--- config.mk ---
export PLATFORM = sky130hd
export DESIGN_NAME = switch_conditioner
export DESIGN_NICKNAME = d
export VERILOG_FILES = /design/src/rtl/switch_conditioner.sv
export SDC_FILE = /design/constraint.sdc
export NUM_CORES = 1
export LEC_CHECK = 0
export CAP_MARGIN = 30
export CORE_MARGIN = 8
export CORE_UTILIZATION = 65
export CTS_CLUSTER_SIZE = 8
export DETAILED_ROUTE_END_ITERATION = 7
export HOLD_SLACK_MARGIN = 0.12
export PLACE_DENSITY = 0.89
export SKIP_CTS_REPAIR_TIMING = 1
export SYNTH_ARGS = -nofsm -noshare
export SYNTH_HDL_FRONTEND = slang
export SYNTH_SLANG_ARGS = --single-unit
--- constraint.sdc ---
create_clock -name clk -period 6.4 [get_ports clk]
set_input_delay 0.96 -clock clk [delete_from_list [all_inputs] [get_ports clk]]
set_output_delay 0.96 -clock clk [all_outputs]
set_load 0.05 [all_outputs]
--- src/rtl/switch_conditioner.sv ---
`default_nettype none
// ============================================================================
// Module   : switch_conditioner
// Brief    : Synchronises and debounces 8 slide switches. Also registers the
//            change strobe, the population count and the pattern mode.
// Revision : 1.0 - initial release
// ============================================================================
module switch_conditioner #(
    parameter int DEBOUNCE_COUNT = 1000000,
    parameter int CNT_W          = 20
) (
    input  logic       clk,
    input  logic       rst,
    input  logic [7:0] switchIn,
    output logic [7:0] switchOut,
    output logic       changed,
    output logic [3:0] popCount,
    output logic [1:0] mode
);

    localparam logic [CNT_W-1:0] C_LAST = CNT_W'(DEBOUNCE_COUNT - 1);

    logic [7:0] r_sync1;
    logic [7:0] r_sync2;
    logic [7:0] r_out;
    logic       r_changed;
    logic [3:0] r_pop;

    logic [7:0] w_flip;
    logic [7:0] w_next;
    logic [3:0] w_pop;

    genvar gi;
    generate
        for (gi = 0; gi < 8; gi = gi + 1) begin : g_bit
            logic [CNT_W-1:0] r_cnt;
            logic             w_diff;
            logic             w_last;

            assign w_diff     = r_sync2[gi] ^ r_out[gi];
            assign w_last     = (r_cnt == C_LAST);
            assign w_flip[gi] = w_diff & w_last;

            // Any sample agreeing with the debounced value restarts the count
            always_ff @(posedge clk) begin
                if (rst) begin
                    r_cnt <= '0;
                end else if (!w_diff || w_last) begin
                    r_cnt <= '0;
                end else begin
                    r_cnt <= r_cnt + 1'b1;
                end
            end
        end
    endgenerate

    assign w_next = r_out ^ w_flip;

    // Count is taken from the next vector so it lands on the same edge
    always_comb begin
        w_pop = '0;
        for (int i = 0; i < 8; i++) begin
            w_pop = w_pop + 4'(w_next[i]);
        end
    end

    always_ff @(posedge clk) begin
        if (rst) begin
            r_sync1   <= '0;
            r_sync2   <= '0;
            r_out     <= '0;
            r_changed <= 1'b0;
            r_pop     <= '0;
        end else begin
            r_sync1   <= switchIn;
            r_sync2   <= r_sync1;
            r_out     <= w_next;
            r_changed <= |w_flip;
            r_pop     <= w_pop;
        end
    end

    assign switchOut = r_out;
    assign changed   = r_changed;
    assign popCount  = r_pop;
    assign mode      = r_pop[1:0];

endmodule
`default_nettype wire

==> impl_metrics.tcl <==
set metrics [dict create \
    status "complete, no violations" \
    hp-start "r_sync1[6]" \
    setup_slack_ns 2.02 \
    syn-num-nets 922 \
    grt.overflow.total 0 \
    ys_warn_count 0 \
    grt_util_all_layers_pct 19.3 \
    cts_buffers 17 \
    syn_area_per_cell_um2 9.05 \
    synth_area_um2 8120 \
    design_area_um2 9010 \
    drc 0 \
    io_pins 25 \
    cts-root-buf "clkbuf_16" \
    grt_pass1_wl_mm 25.9 \
    drive_gt1_share_pct 5.38 \
    use_met3_pct 5.24 \
    max_clock_freq_ghz 0.228 \
    hold_viol 0 \
    dp_slack_ns 2.07 \
    ys_ff_latch 189 \
    tns_ns 0 \
    holdPathEnd "r_sync2[6]" \
    top_usage_layer "met2" \
    first_pass_iters 5 \
    crit_family "adder cells" \
    setup_viol_count_final 0 \
    startpoint_type "flip-flop" \
    n_antenna_cell 0 \
    fin_skew_ns 0.00893 \
    finalNetCount 941 \
    grt_pass1_vias 5694 \
    avgViaCountPerCell 5.46 \
    clock_sinks 189 \
    arrival_ns 4.69 \
    fin_hold_ws_ns 0.437 \
    use_met2_pct 32.5 \
    port_buffers 24 \
    min_path_type "flip-flop to flip-flop" \
    antenna_found_initial 0 \
    dp.cells 1069 \
    syn_inst 897 \
    end_kind "flip-flop" \
    synth-edff-count 0 \
    async_flop_share_pct 0 \
    max_stage_delay_ns 0.58 \
    seq_area_frac_synth_pct 46.6 \
    power-per-cell-area_nw_per_um2 246 \
    required_ns 6.71 \
    slew_headroom_pct 36.7 \
    ant_nets 0 \
    clk_latency_ns 0.43 \
    r2r-start "g_bit[3].r_cnt[6]" \
    crit_chain "or4b_1 > or4_1 > nor2_2 > mux2i_1 > fa_1 > inv_1 > fa_1 > inv_1 > fa_1 > inv_1 > ha_1 > inv_1 > fa_1 > xor2_1 > nor2_1" \
    timing.rr.end "popCount[2]" \
    drt_wl_total_mm 15.1 \
    clkTransAtPathRegs_ns 0.07 \
    final_cells 1101 \
    syn_to_final_growth_pct 11.0 \
    fin_crit_sh_pct 68.5 \
    min_path_cells 1 \
    wl_per_cell_um 13.7 \
    dieArea_um2 16300 \
    met1_usage_pct 23.4 \
    synth-main-ff-cell "dfxtp_1" \
    num_vias 6009 \
    grt_max_degree 38 \
    die_w_um 128 \
    clk_path_buf_depth 2 \
    cts_tree "yes" \
    drtIter0Drc 496 \
    fin_crit_ns 4.38 \
    slowest_stage "or4_1" \
    irDropWorstVdd_v 0.000213 \
    start_util_pct 65.4 \
    r2r_setup_slack_ns 2.02 \
    crit_type "flip-flop to flip-flop" \
    dpl_cell_area_um2 8450 \
    power.leakage_uw 0.00296 \
    grt_setup_unrepaired "false" \
    cp_num_buf_inv 4 \
    gp_congestion 0.904 \
    die_h_um 128 \
    r2r.worst_path.cells 15 \
    finalMaxSlewViolations 0 \
    hpwl_mm 10.1 \
    ys_types 44 \
    cp_max_fo 5 \
    worstMarginPinSlew_ns 0.937 \
    core_region_area_um2 12400 \
    cap_violations 0 \
    h-tree-depth 4 \
    rows 41 \
]
## where the power goes
part           leakage, uW  switching [uW]  internal, uW
Sequential         0.00153            3.51          1180
Combinational      0.00116            14.8          10.6
Clock             0.000274             465           542
## cells in the mapped netlist, types with 2 or more instances
library cell,count,share of area [%]
nor4_1,14,1.1
and4_1,19,2.0
and2_1,5,0.39
clkbuf_1,15,0.69
mux2_2,2,0.28
buf_4,4,0.37
dfxtp_1,189,47
nor3b_1,2,0.18
inv_1,22,1.0
nor2_1,191,8.8
buf_6,2,0.28
nand4_1,35,2.7
buf_2,4,0.25
and3_2,2,0.18
nand2_2,2,0.15
or4_4,2,0.28
fa_1,4,0.99
or3b_2,4,0.43
and4b_1,2,0.25
xnor2_1,68,7.3
nor2b_1,22,1.7
nand3_1,60,3.7
nor3_1,22,1.4
ha_1,11,1.7
and3_1,23,1.8
or4b_1,2,0.25
nand2_1,47,2.2
xor2_1,85,9.2
or4_1,4,0.37
mux2i_1,5,0.62
nand4b_1,6,0.65
nor4b_1,6,0.65
or3_1,4,0.31
nor4bb_1,2,0.25
## cells in the final DEF (no fill, tap or decap), drive strengths merged, types with 23 or more instances in the layout
master         instances
clkdlybuf4s50         24
dfxtp                189
xnor2                 68
and3                  25
nand3                 60
nand2                 49
nand4                 35
inv                   28
xor2                  85
nor2                 192
nor2b                 23
## per-layer routing
layer,wire [um],part of all wire [%]
met2,7400,49
met3,512,3.4
met1,6960,46
met5,0,0
met4,186,1.2
## final cells by class
type | instances | area [um^2]
Multi-Input combinational cell | 661 | 4120
Sequential cell | 189 | 3780
Fill cell | 936 | 3400
Clock buffer | 17 | 425
Timing Repair Buffer | 25 | 248
Tap cell | 172 | 215
Clock inverter | 15 | 135
Inverter | 22 | 82.6
## flip-flops by register name (all words and copies together), names as in the netlist
signal and cells:
switchOut 8, changed 1, g_bit.r_cnt 160, r_sync1 8, r_sync2 8, popCount 4
## logic make-up (layout without fill, tap and decap cells)
family	Yosys count	in the layout	share of synthesized area, %
fa+ha+maj	15	15	2.68
mux	8	8	1.08
simple gates	482	482	30.3
xor+xnor	153	153	16.5
buf+inv	47	79	2.60
flops	189	189	46.6
compound gates	3	3	0.262
## worst register-to-register path: stages (launching register included)
cell and delay [ns]:
dfxtp_1 0.35, or4b_1 0.54, or4_1 0.58, nor2_2 0.14, mux2i_1 0.30, fa_1 0.47, inv_1 0.09, fa_1 0.41
inv_1 0.08, fa_1 0.41, inv_1 0.07, ha_1 0.16, inv_1 0.06, fa_1 0.39, xor2_1 0.16, nor2_1 0.07
## worst max-delay path by stage
stage	to	cells after the start	slack [ns]	startpoint
CTS	popCount[2]	16	2.01	g_bit[0].r_cnt[0]
detailed placement	popCount[2]	15	2.07	g_bit[3].r_cnt[6]
finish	popCount[2]	15	2.02	g_bit[3].r_cnt[6]
floorplan	popCount[2]	15	2.32	g_bit[3].r_cnt[6]
global route	popCount[2]	16	1.67	g_bit[0].r_cnt[0]
global placement	popCount[2]	15	2.21	g_bit[3].r_cnt[6]
## through the flow
step / total power [uW] / utilization (%)
final: 2220 / 72.6
after global routing: 2280 / 72.6
after CTS: 2230 / 72.6
after detailed placement: 1240 / 68.1
after global placement: 1240 / 68.1
after floorplan: 1230 / -
(Power assumes the default switching activity.)
